<file path="config.mk">
export PLATFORM = sky130hd
export DESIGN_NAME = m3_hall_step_decoder
export DESIGN_NICKNAME = d
export VERILOG_FILES = /design/src/rtl/m3_pkg.sv /design/src/rtl/m3_hall_sync_debounce.sv /design/src/rtl/m3_hall_step_decoder.sv
export SDC_FILE = /design/constraint.sdc
export NUM_CORES = 1
export LEC_CHECK = 0
export BUFFER_PORTS_ARGS = -buffer_cell sky130_fd_sc_hd__buf_2
export CAP_MARGIN = 20
export CORE_ASPECT_RATIO = 0.6
export CORE_MARGIN = 8
export CORE_UTILIZATION = 62
export CTS_BUF_LIST = sky130_fd_sc_hd__clkbuf_4
export DETAILED_ROUTE_END_ITERATION = 10
export PLACE_DENSITY = 0.82
export SETUP_SLACK_MARGIN = 0.3
export SYNTH_ARGS = -nofsm -noshare
export SYNTH_HDL_FRONTEND = slang
export SYNTH_SLANG_ARGS = --single-unit
export TNS_END_PERCENT = 5
</file>
<file path="constraint.sdc">
create_clock -name clkI -period 5.35 [get_ports clkI]
set_input_delay 0.8025 -clock clkI [delete_from_list [all_inputs] [get_ports clkI]]
set_output_delay 0.8025 -clock clkI [all_outputs]
set_load 0.01 [all_outputs]
</file>
<file path="src/rtl/m3_pkg.sv">
// Shared constants, state type and Hall decoding helpers for the m3 rotor-position blocks.
`timescale 1ns/1ps
package m3_pkg;

  localparam int PERIOD_W = 22;
  localparam logic [PERIOD_W-1:0] PERIOD_MAX = 22'd4000000;

  typedef enum logic [1:0] {IDLE, ACQUIRE, TRACK} stateT;

  typedef struct packed {
    logic       illegal;
    logic [2:0] sector;
  } hallDecT;

  function automatic hallDecT decodeHall(input logic [2:0] code);
    hallDecT dec;
    dec.illegal = 1'b0;
    dec.sector  = 3'd0;
    case (code)
      3'b001:  dec.sector = 3'd0;
      3'b011:  dec.sector = 3'd1;
      3'b010:  dec.sector = 3'd2;
      3'b110:  dec.sector = 3'd3;
      3'b100:  dec.sector = 3'd4;
      3'b101:  dec.sector = 3'd5;
      default: dec.illegal = 1'b1;
    endcase
    return dec;
  endfunction

  // (newSector - oldSector) mod 6: 1 = forward step, 5 = reverse step, 2..4 = skip.
  function automatic logic [2:0] sectorDelta(input logic [2:0] newSector,
                                             input logic [2:0] oldSector);
    logic [3:0] diff;
    diff = {1'b0, newSector} + 4'd6 - {1'b0, oldSector};
    if (diff >= 4'd6) diff = diff - 4'd6;
    return diff[2:0];
  endfunction

endpackage

</file>
<file path="src/rtl/m3_hall_sync_debounce.sv">
// Two-flop synchroniser and stability filter for the Hall inputs; strobes once per newly
// accepted code.
`timescale 1ns/1ps
module m3_hall_sync_debounce #(
  parameter int DEBOUNCE = 8
) (
  input  logic       clkI,
  input  logic       rstI,
  input  logic       clearI,
  input  logic [2:0] hallI,
  output logic [2:0] codeO,
  output logic       strobeO
);

  localparam int SW = $clog2(DEBOUNCE + 1);
  localparam logic [SW-1:0] STABLE_MAX = SW'(DEBOUNCE);

  logic [2:0]    sync1Reg;
  logic [2:0]    sync2Reg;
  logic [2:0]    acceptedReg;
  logic [SW-1:0] stableReg;

  // stableReg = cycles sync2Reg has held its current value, saturating at DEBOUNCE.
  always_ff @(posedge clkI or posedge rstI) begin
    if (rstI) begin
      sync1Reg    <= 3'b000;
      sync2Reg    <= 3'b000;
      acceptedReg <= 3'b000;
      stableReg   <= '0;
    end else if (clearI) begin
      sync1Reg    <= 3'b000;
      sync2Reg    <= 3'b000;
      acceptedReg <= 3'b000;
      stableReg   <= '0;
    end else begin
      sync1Reg <= hallI;
      sync2Reg <= sync1Reg;
      if (sync1Reg != sync2Reg)
        stableReg <= '0;
      else if (stableReg != STABLE_MAX)
        stableReg <= stableReg + SW'(1);
      if (strobeO)
        acceptedReg <= sync2Reg;
    end
  end

  assign strobeO = (stableReg == STABLE_MAX) && (sync2Reg != acceptedReg);
  assign codeO   = sync2Reg;

endmodule

</file>
<file path="src/rtl/m3_hall_step_decoder.sv">
// Hall-sensor rotor position decoder: sector, direction, step/round period, stall and
// sequence-error detection.
`timescale 1ns/1ps
module m3_hall_step_decoder #(
  parameter int                    PERIOD_W   = m3_pkg::PERIOD_W,
  parameter logic [PERIOD_W-1:0]   PERIOD_MAX = m3_pkg::PERIOD_MAX,
  parameter int                    DEBOUNCE   = 8
) (
  input  logic                  clkI,
  input  logic                  rstI,
  input  logic                  enableI,
  input  logic [2:0]            hallI,
  output logic [2:0]            sectorO,
  output logic                  sectorValidO,
  output logic                  dirO,
  output logic                  stepPulseO,
  output logic [PERIOD_W-1:0]   stepPeriodO,
  output logic                  roundPulseO,
  output logic [PERIOD_W+2:0]   roundPeriodO,
  output logic                  stallO,
  output logic                  hallErrO
);

  import m3_pkg::*;

  localparam int ACC_W = PERIOD_W + 3;

  logic [2:0]          hallCode;
  logic                hallStrobe;
  hallDecT             dec;
  logic [2:0]          delta;
  logic                isFwd;
  logic                adjacent;
  logic                stallHit;
  logic [ACC_W-1:0]    accSum;

  stateT               stateReg;
  logic [2:0]          sectorReg;
  logic                validReg;
  logic                dirReg;
  logic                stepPulseReg;
  logic [PERIOD_W-1:0] stepPeriodReg;
  logic                roundPulseReg;
  logic [ACC_W-1:0]    roundPeriodReg;
  logic                stallReg;
  logic                hallErrReg;
  logic [PERIOD_W-1:0] cntReg;
  logic [ACC_W-1:0]    accReg;
  logic [2:0]          stepCntReg;

  m3_hall_sync_debounce #(.DEBOUNCE(DEBOUNCE)) uSyncDebounce (
    .clkI    (clkI),
    .rstI    (rstI),
    .clearI  (~enableI),
    .hallI   (hallI),
    .codeO   (hallCode),
    .strobeO (hallStrobe)
  );

  assign dec      = decodeHall(hallCode);
  assign delta    = sectorDelta(dec.sector, sectorReg);
  assign isFwd    = (delta == 3'd1);
  assign adjacent = (delta == 3'd1) || (delta == 3'd5);
  assign stallHit = validReg && (cntReg == PERIOD_MAX);
  assign accSum   = accReg + ACC_W'(cntReg);

  always_ff @(posedge clkI or posedge rstI) begin
    if (rstI) begin
      stateReg       <= IDLE;
      sectorReg      <= 3'd0;
      validReg       <= 1'b0;
      dirReg         <= 1'b1;
      stepPulseReg   <= 1'b0;
      stepPeriodReg  <= '0;
      roundPulseReg  <= 1'b0;
      roundPeriodReg <= '0;
      stallReg       <= 1'b0;
      hallErrReg     <= 1'b0;
      cntReg         <= '0;
      accReg         <= '0;
      stepCntReg     <= 3'd0;
    end else if (!enableI) begin
      stateReg       <= IDLE;
      sectorReg      <= 3'd0;
      validReg       <= 1'b0;
      dirReg         <= 1'b1;
      stepPulseReg   <= 1'b0;
      stepPeriodReg  <= '0;
      roundPulseReg  <= 1'b0;
      roundPeriodReg <= '0;
      stallReg       <= 1'b0;
      hallErrReg     <= 1'b0;
      cntReg         <= '0;
      accReg         <= '0;
      stepCntReg     <= 3'd0;
    end else if (stateReg == IDLE) begin
      stateReg <= ACQUIRE;
    end else begin
      stepPulseReg  <= 1'b0;
      roundPulseReg <= 1'b0;
      hallErrReg    <= 1'b0;

      if (hallStrobe)
        cntReg <= PERIOD_W'(1);
      else if (cntReg != PERIOD_MAX)
        cntReg <= cntReg + PERIOD_W'(1);

      if (hallStrobe && dec.illegal) begin
        hallErrReg <= 1'b1;
        validReg   <= 1'b0;
        stateReg   <= ACQUIRE;
        accReg     <= '0;
        stepCntReg <= 3'd0;
      end else if (hallStrobe) begin
        stallReg  <= 1'b0;
        sectorReg <= dec.sector;
        validReg  <= 1'b1;
        if (!validReg || !adjacent) begin
          // Fresh acquisition or a skipped sector; only a skip while tracking is an error.
          hallErrReg <= validReg && (stateReg == TRACK);
          stateReg   <= ACQUIRE;
          accReg     <= '0;
          stepCntReg <= 3'd0;
        end else begin
          stepPulseReg  <= 1'b1;
          stepPeriodReg <= cntReg;
          dirReg        <= isFwd;
          stateReg      <= TRACK;
          if (stateReg == TRACK && isFwd == dirReg) begin
            if (stepCntReg == 3'd5) begin
              roundPeriodReg <= accSum;
              roundPulseReg  <= 1'b1;
              accReg         <= '0;
              stepCntReg     <= 3'd0;
            end else begin
              accReg     <= accSum;
              stepCntReg <= stepCntReg + 3'd1;
            end
          end else begin
            // First step after acquire or a reversal opens a new round.
            accReg     <= ACC_W'(cntReg);
            stepCntReg <= 3'd1;
          end
        end
      end else if (stallHit) begin
        stallReg      <= 1'b1;
        stepPeriodReg <= PERIOD_MAX;
        accReg        <= '0;
        stepCntReg    <= 3'd0;
        stateReg      <= ACQUIRE;
      end
    end
  end

  assign sectorO      = sectorReg;
  assign sectorValidO = validReg;
  assign dirO         = dirReg;
  assign stepPulseO   = stepPulseReg;
  assign stepPeriodO  = stepPeriodReg;
  assign roundPulseO  = roundPulseReg;
  assign roundPeriodO = roundPeriodReg;
  assign stallO       = stallReg;
  assign hallErrO     = hallErrReg;

endmodule

</file>
==> summary.txt, run 1 <==
Logic synthesis
  – Ys async rst share: 100%
  – Xor and xnor area share after synthesis: 5.32%
  – Mux contribution to synthesized area: 1.72%
  – Number of synthesized flops with an enable pin: 0
  – Synthesized-area fraction occupied by adder cells: 5.87%
  – Simple-gate share of the synthesized area: 18.1%
  – Mapped Nets: 785
  – Sequential-to-total area share from yosys stat: roughly 43%
  – Synth Warn #: 0
  – Most used DFF post-synth: dfrtp_1
  – Largest family of logic cells by synthesized area: compound AO/OA/AOI/OAI gates
  – Compound-Gate Fraction of Synth Area: 21.8%
  – Post-synth cell types: 75
  – Synthesized area: 7080 µm²
  – Average cell area after synthesis: 9.47 µm²
  – Cell count after synthesis: ~750
  – Yosys reg bits: about 120

Clocking
  – CTS buffer count: 17
  – CTS tree: done
  – PostCTS Resize Cnt: 0
  – Clock Tree Buf Depth: 2
  – Clock Sink Count: 121
  – Setup Buffers After CTS: 0
  – CTS root buffer: clkbuf_4
  – Clk pin slew, worst setup/hold paths: approximately 110 ps
  – Clock Latency Late Sink: 530 ps
  – CTS Hold Bufs: 0
  – CTS H-tree depth: 4

GRT
  – First-pass GRT wire length: approximately 30000 µm
  – Grt ovf: 0
  – GR Util All Layers: 24.4%
  – Vias in the first global route: 5948
  – Largest net degree at the start of global routing: 78
  – Initial antenna violation count: 0

Finish
  – Final Cell Area: 7620 µm²
  – ANT cells: 0
  – Commonest non-fill, non-tap cell in the layout: dfrtp_1
  – NumNets Final: approximately 830
  – Final cell count without fillers: 953
  – Layout area overhead: 7.66%
  – Share of cells above drive strength 1: 15.8%
  – Most frequent cells in the layout: 120 x dfrtp_1, 83 x nand2_1, 61 x buf_2

Timing
  – Final Max Slew Viols: 0
  – Fmax: 0.241 GHz
  – Clock skew: 16.5 ps
  – Least-Margin Pin Slew: ~1100 ps
  – Final setup violation count: 0
  – Sum Neg Setup Slack: 0 ps
  – Fin crit share: around 77%
  – Min Tclk post-route: 4140 ps
  – Relative slew slack: 25.6%
  – Hold Violations, Final: 0
  – RSZ-0062 raised after global routing: false

Placement
  – DP HPWL: around 13000 µm
  – Dpl cells: 920
  – RD Place Congestion: 0.980
  – Placed Area: 7370 µm²
  – IO Port Bufs: 61

Outcome
  – Outcome: finished clean

Routing
  – Initial drt markers: around 550
  – Routed Antenna Nets: 0
  – DR vias: between 6000 and 7000
  – Drt drc: 0
  – Total wire length: 18200 µm
  – First drt pass iteration count: 7
  – Number of vias per cell: about 6.5
  – DR WL/cell: 19.1 µm

Power
  – Power Density: approximately 210 nW/µm²
  – VDD IR max: 0.154 mV
  – Power Total: 0.00161 W
  – Leak pwr: 3.48 nW

Hold path
  – Hold Path Class: input pin to asynchronous set/reset pin

Floorplanning
  – Initial Util: 63.0%
  – Die Y: 98.8 µm
  – Core Area: about 11000 µm²
  – FP Rows: 30
  – Die Wd: approximately 150 µm
  – Die area: 15200 µm²
  – IO Count: 62

Run
  – Max-cap violation count: 0

Worst setup path
  – Worst Path Arrival: 4590 ps
  – CP max FO: 11
  – Critical path launch point type: flip-flop
  – Endpoint class of the critical path: flip-flop
  – Crit path kind: flip-flop to flip-flop
  – Critical Path RT: 5800 ps
## logic make-up after synthesis
group / Yosys count
simple gates: 251
compound gates: 227
flops: 121
buf+inv: 61
xor+xnor: 43
fa+ha+maj: 32
mux: 12
## metal layers
| layer | GRT usage (%) | share of wire [%] | wire, µm |
|---|---|---|---|
| met5 | 0 | 0 | 0 |
| met4 | 7.94 | 1.4 | 262 |
| met3 | 5.20 | 9.1 | 1660 |
| met2 | 37.1 | 45 | 8240 |
| met1 | 34.0 | 44 | 8060 |
## critical path, stage by stage, from the launching register on
cell and delay (ps):
dfrtp_1 510, nand2b_1 210, nand3_1 100, o21ai_0 160
ha_1 220, inv_1 50, ha_1 180, fa_1 530
or3_1 340, o211ai_1 260, and3_1 620, and3_1 320
nand2_1 300, o21ai_0 270
## power breakdown
group	internal (W)	leakage [nW]	switching [W]	total, W
sequential	0.000922	1.68	0.0000150	0.000937
clock	0.000227	0.133	0.000345	0.000573
combinational	0.0000266	1.67	0.0000704	0.0000970
## cells in the mapped netlist (15+ instances only)
master | n | share of area [%]
xor2_1 | 24 | 3.0
nand3_1 | 40 | 2.8
nor2_1 | 42 | 2.2
dfrtp_1 | 120 | 42
clkbuf_1 | 18 | 0.95
xnor2_1 | 19 | 2.4
nand2_1 | 83 | 4.4
o21ai_2 | 20 | 2.5
inv_1 | 25 | 1.3
a21oi_1 | 42 | 3.0
o211ai_1 | 15 | 1.6
o21ai_0 | 54 | 3.8
ha_1 | 30 | 5.3
a22oi_1 | 18 | 1.9
## flip-flops by register name, summed over array words and instances, names as in the netlist, 4 cells and up
| signal | cells |
|---|---|
| stepPeriodO | 22 |
| cntReg | 22 |
| uSyncDebounce.stableReg | 4 |
| accReg | 25 |
| roundPeriodO | 25 |
## path summary, 6_finish.rpt
check | startpoint | to | slack (ps) | cells past startpoint
max in group asynchronous | rstI | cntReg[2] | 3770 | 3
setup reg to reg | uSyncDebounce.codeO[1] | accReg[21] | 1210 | 13
setup / recovery | uSyncDebounce.codeO[1] | accReg[21] | 1210 | 13
min in group clkI | hallI[0] | uSyncDebounce.sync1Reg[0] | 480 | 2
hold / removal | rstI | accReg[23] | 470 | 2
hold reg to reg | roundPeriodO[13] | roundPeriodO[13] | 480 | 2
## stage by stage
stage	worst slack [ps]	hold slack, ps	utilization, %
detailed placement	1330	465	65.7
global route	914	455	67.9
floorplan	1330	452	-
global placement	1570	459	65.7
finish	1210	465	67.9
CTS	1280	455	67.7
## cell type report
class                           count  area [µm²]
Inverter                           26         100
Clock inverter                     13        86.3
Tap cell                          144         180
Timing Repair Buffer               65         342
Multi-Input combinational cell    565        3740
Sequential cell                   121        3030
Fill cell                         908        3610
Clock buffer                       19         143
Note: power is estimated with default switching activity, not from simulation.
==> run 2, diff against run 1 <==
clock period = 3.9 ns   (was 5.35 ns; I/O delays follow)
==> run 2 against run 1 <==
Against the previous run: register-to-register slack worse by 830 ps; worst setup slack worse by 830 ps; via count is 1.8% higher; sequential cell count stayed put; clock power is 65% higher; combinational power is 53% higher; sequential share of layout area is 1.4 points lower; critical path type unchanged; largest power group unchanged.
==> summary.txt, run 2 (synthesized netlist as in run 1, its figures left out) <==
Outcome
  – Outcome: finished clean

Finish
  – Commonest non-fill, non-tap cell in the layout: dfrtp_1
  – Layout area overhead: 11.7%
  – Final core occ: 70.4%
  – Most frequent cells in the layout: 117 x dfrtp_1, 82 x nand2_1, 61 x buf_2
  – Share of cells above drive strength 1: 19.6%
  – NumNets Final: approximately 850
  – Final cell count without fillers: 971
  – Final Cell Area: 7900 µm²
  – ANT cells: 0

Placement
  – Dpl cells: between 900 and 1000
  – RD Place Congestion: 0.960
  – DP HPWL: between 10000 and 15000 µm
  – Placed Area: 7480 µm²
  – IO Port Bufs: slightly above 60

GRT
  – GR Util All Layers: 25.4%
  – Vias in the first global route: roughly 6300
  – Grt ovf: 0
  – Initial antenna violation count: 0
  – First-pass GRT wire length: 31600 µm
  – Largest net degree at the start of global routing: ~80

Worst setup path
  – Buf/Inv on CP: 3
  – Critical Path RT: 4330 ps
  – Critical path launch point type: flip-flop
  – Worst Path Arrival: between 3000 and 4000 ps
  – Crit-path slowest cell: fa_2
  – Crit path max-delay family: adder cells
  – Critical-path cell list: and2_4 -> o21ai_4 -> ha_2 -> inv_2 -> ha_4 -> fa_2 -> buf_4 -> nand2b_1 -> mux2_2 -> nand4_1 -> o31a_1 -> buf_4 -> a22o_1
  – CP max FO: 20
  – Endpoint class of the critical path: flip-flop
  – CP dominant cell by count: buf_4
  – Crit path kind: flip-flop to flip-flop
  – Crit path largest cell delay: 590 ps

Power
  – Power Total: 0.00238 W
  – Power Density: ~300 nW/µm²
  – Leak pwr: 3.59 nW
  – VDD IR max: 0.172 mV

Routing
  – DR WL/cell: 19.8 µm
  – First drt pass iteration count: 7
  – Drt drc: 0
  – Routed Antenna Nets: 0
  – DR vias: 6325
  – Total wire length: 19300 µm
  – Number of vias per cell: 6.51
  – Initial drt markers: 657

Clocking
  – CTS Hold Bufs: 0
  – Clk pin slew, worst setup/hold paths: between 100 and 150 ps
  – CTS tree: done
  – CTS buffer count: 17
  – CTS H-tree depth: 4
  – CTS root buffer: clkbuf_4
  – Clock Latency Late Sink: 550 ps
  – Clock Sink Count: 121
  – Clock Tree Buf Depth: 2

Timing
  – Min Tclk post-route: 3530 ps
  – Relative slew slack: 26.1%
  – RSZ-0062 raised after global routing: true
  – Sum Neg Setup Slack: 0 ps
  – Clock skew: around 21 ps
  – Least-Margin Pin Slew: 1080 ps
  – Final setup violation count: 0
  – Fmax: about 0.28 GHz
  – Hold Violations, Final: 0
  – Fin crit share: 90.5%
  – Final Max Slew Viols: 0

Floorplanning
  – FP Rows: 30
  – Die Y: 98.8 µm
  – Core Area: 11200 µm²
  – Die Wd: 154 µm
  – Die area: 15200 µm²
  – IO Count: 62
  – Initial Util: 63.0%

Hold path
  – Hold Path Class: input pin to asynchronous set/reset pin

Run
  – Max-cap violation count: 0
==> run 2: changes by cell type in the layout (fill, tap and decap cells not counted), sizes merged <==
cell      change
clkbuf        -2
inv           -1
clkinv        -5
clkinvlp      +5
buf          +19
bufinv        +2
==> run 2: area by class of cell <==
cell class | instances | area, µm²
Fill cell | 841 | 3320
Tap cell | 144 | 180
Multi-Input combinational cell | 565 | 3800
Clock inverter | 14 | 156
Timing Repair Buffer | 83 | 495
Clock buffer | 18 | 135
Inverter | 26 | 101
Sequential cell | 121 | 3030
==> run 2: final timing paths <==
path,start,to,slack [ps],cells past startpoint
worst max-delay path,uSyncDebounce.codeO[2],roundPeriodO[4],370,13
worst min-delay path,rstI,stepPeriodO[21],180,2
worst max register to register,uSyncDebounce.codeO[2],roundPeriodO[4],370,13
worst min register to register,roundPeriodO[18],roundPeriodO[18],490,2
max in group asynchronous,rstI,cntReg[16],2840,3
min in group clkI,hallI[0],uSyncDebounce.sync1Reg[0],250,2
==> run 2: routing by layer <==
metal | GRT usage [%] | routed length [µm] | vias to the layer above | share of wire (%)
li1 | - | - | 2873 | -
met1 | 34.4 | 8290 | 3098 | 43
met2 | 39.9 | 8820 | 310 | 46
met3 | 4.50 | 1750 | 44 | 9.1
met4 | 9.74 | 410 | 0 | 2.1
met5 | 0 | 0 | - | 0
==> run 2: per-stage QoR <==
stage	hold slack (ps)	worst slack, ps
floorplan	452	523
global placement	461	323
detailed placement	469	95.6
CTS	196	330
global route	240	261
finish	177	372
==> run 2: where the power goes <==
| part | total [W] | leakage [nW] | switching [W] | internal, W |
|---|---|---|---|---|
| combinational | 0.000148 | 1.78 | 0.000102 | 0.0000456 |
| clock | 0.000946 | 0.140 | 0.000505 | 0.000441 |
| sequential | 0.00129 | 1.67 | 0.0000196 | 0.00127 |
| total | 0.00238 | 3.59 | 0.000627 | 0.00175 |
==> run 2: timing repair <==
item                       CTS  global route
setup buffers                2             7
setup endpoints to repair   38            43
pin swaps                    3             8
gates resized for setup      6            13
hold endpoints to repair     0             0
==> run 2: worst register-to-register path, delay by kind of cell, from the launching register on <==
| family | cells | cell delay (ps) |
|---|---|---|
| fa+ha+maj | 3 | 950 |
| compound gates | 3 | 860 |
| simple gates | 3 | 510 |
| flops | 1 | 490 |
| buf+inv | 3 | 420 |
| mux | 1 | 190 |
==> run 3, diff against run 2 <==
CELL_PAD_IN_SITES_DETAIL_PLACEMENT = 1   (was not set)
CELL_PAD_IN_SITES_GLOBAL_PLACEMENT = 1   (was not set)
CORE_ASPECT_RATIO = 0.75   (was 0.6)
CORE_UTILIZATION = 48   (was 62)
PLACE_DENSITY = not set   (was 0.82)
PLACE_DENSITY_LB_ADDON = 0.1   (was not set)
SKIP_LAST_GASP = 1   (was not set)
==> run 3 against run 2 <==
Against the previous run: global-route usage is 2.8 points lower; sequential cell count stayed put; hold slack better by 67 ps; final cell count is 6.6% higher.
==> summary.txt, run 3 (synthesized netlist as in run 1, its figures left out) <==
Timing
  – Relative slew slack: between 30 and 40%
  – Final Max Slew Viols: 0
  – Fin crit share: 90.1%
  – Min Tclk post-route: 3510 ps
  – Least-Margin Pin Slew: 960 ps
  – Clock skew: 24.3 ps
  – RSZ-0062 raised after global routing: true
  – Hold Violations, Final: 0
  – Sum Neg Setup Slack: 0 ps
  – Fmax: 0.285 GHz
  – Final setup violation count: 0

GRT
  – Largest net degree at the start of global routing: 49
  – Grt ovf: 0
  – GR Util All Layers: 22.6%
  – Met2 Usage GRT: 37.5%
  – First-pass GRT wire length: 34200 µm
  – GR met1 Demand/Resource: 28.7%
  – Vias in the first global route: 6562
  – Initial antenna violation count: 0
  – Met3 Track Usage GR: 5.62%
  – Global route hottest layer: met2

Placement
  – DP HPWL: 14900 µm
  – RD Place Congestion: 0.897
  – IO Port Bufs: 61

Floorplanning
  – Core Area: 14500 µm²
  – FP Rows: 38
  – Die Wd: 156 µm
  – Initial Util: between 40% and 50%
  – Die area: 18900 µm²
  – Die Y: 121 µm
  – IO Count: between 60 and 70

Finish
  – Commonest non-fill, non-tap cell in the layout: dfrtp_1
  – Fillers: 1719
  – Share of cells above drive strength 1: 19.9%
  – NumNets Final: 860
  – Layout area overhead: 15.0%
  – Most frequent cells in the layout: 117 x dfrtp_1, 82 x nand2_1, 61 x buf_2
  – ANT cells: 0

Clocking
  – Clock Sink Count: 121
  – Clock Tree Buf Depth: 2
  – CTS root buffer: clkbuf_4
  – CTS H-tree depth: 4
  – Clock Latency Late Sink: 560 ps
  – CTS tree: done
  – Clk pin slew, worst setup/hold paths: approximately 120 ps
  – CTS buffer count: 17

Routing
  – Number of vias per cell: ~6
  – Routed Antenna Nets: 0
  – First drt pass iteration count: 4
  – DR vias: 6147
  – DR WL/cell: 19.8 µm
  – Initial drt markers: approximately 370
  – Total wire length: 20500 µm
  – Drt drc: 0

Power
  – Sequential share of power: 50.1%
  – Power Total: 0.00257 W
  – Clock power frac: 43.7%
  – Power Density: 315 nW/µm²
  – Logic pwr share: 6.1%
  – VDD IR max: approximately 0.20 mV
  – Sw frac: 23.4%
  – Internal Power: 0.00196 W
  – Leak pwr: 3.69 nW
  – P_sw: 0.000601 W

Worst setup path
  – Critical path launch point type: flip-flop
  – Worst Path Arrival: 4020 ps
  – Critical Path RT: 4410 ps
  – Crit path kind: flip-flop to flip-flop
  – CP max FO: 12
  – Endpoint class of the critical path: flip-flop

Hold path
  – Hold Path Class: input pin to flip-flop

Outcome
  – Outcome: finished clean

Run
  – Max-cap violation count: 0
[run 3: final timing paths]
check                           slack, ps  cells past startpoint              startpoint                   endpoint
worst max-delay path                  390                     11  uSyncDebounce.codeO[0]           roundPeriodO[20]
worst min-delay path                  240                      2                hallI[0]  uSyncDebounce.sync1Reg[0]
worst max register to register        390                     11  uSyncDebounce.codeO[0]           roundPeriodO[20]
worst min register to register        480                      2        roundPeriodO[17]           roundPeriodO[17]
max in group asynchronous            2790                      4                    rstI                       dirO
min in group asynchronous             520                      3                    rstI             stepPeriodO[7]
[run 3: what timing repair did]
item,CTS,global route
resized for setup,5,14
hold buffers,0,1
pin swaps,2,7
endpoints found under the hold margin,0,7
endpoints found under the setup margin,39,61
buffers inserted,4,7
[run 3: through the flow]
stage | utilization (%) | setup slack (ps) | hold WS [ps] | cell area, µm² | instances
after detailed placement | 52.6 | 166 | 469 | 7600 | 990
after global placement | 52.6 | 300 | 461 | 7600 | 990
final | 56.3 | 387 | 244 | 8140 | 1035
after CTS | 55.3 | 306 | 222 | 7990 | 1026
after floorplan | - | 523 | 452 | 7080 | 747
after global routing | 56.3 | 169 | 216 | 8140 | 1035
[run 3: layout make-up]
cell class                      instances  area [µm²]  share of cell area [%]
Sequential cell                       121        3030                    37.3
Clock inverter                         12         203                    2.49
Multi-Input combinational cell        565        3790                    46.6
Timing Repair Buffer                   91         603                    7.41
Inverter                               26         101                    1.25
Tap cell                              200         250                    3.08
Clock buffer                           20         150                    1.85
[run 3: power by group through the flow]
stage	sequential (W)	clock, W	combinational, W
floorplan	0.00130	0	0.000103
detailed placement	0.00131	0	0.000145
global placement	0.00131	0	0.000137
finish	0.00129	0.00112	0.000157
CTS	0.00129	0.00114	0.000149
global route	0.00129	0.00119	0.000176
[run 3: metal layers]
| metal | part of all wire [%] | wire length [µm] |
|---|---|---|
| met5 | 0 | 0 |
| met4 | 1.8 | 366 |
| met3 | 3.9 | 808 |
| met2 | 49 | 10000 |
| met1 | 45 | 9330 |
[run 3: critical path: stages, from the launching register on]
cell and delay (ps):
dfrtp_2 490, nand2b_1 190, ha_1 280, inv_1 40, ha_1 220, fa_2 490
or3_1 340, o211ai_1 250, nand4b_1 240, or2_4 390, or4_1 450, nand3_1 100
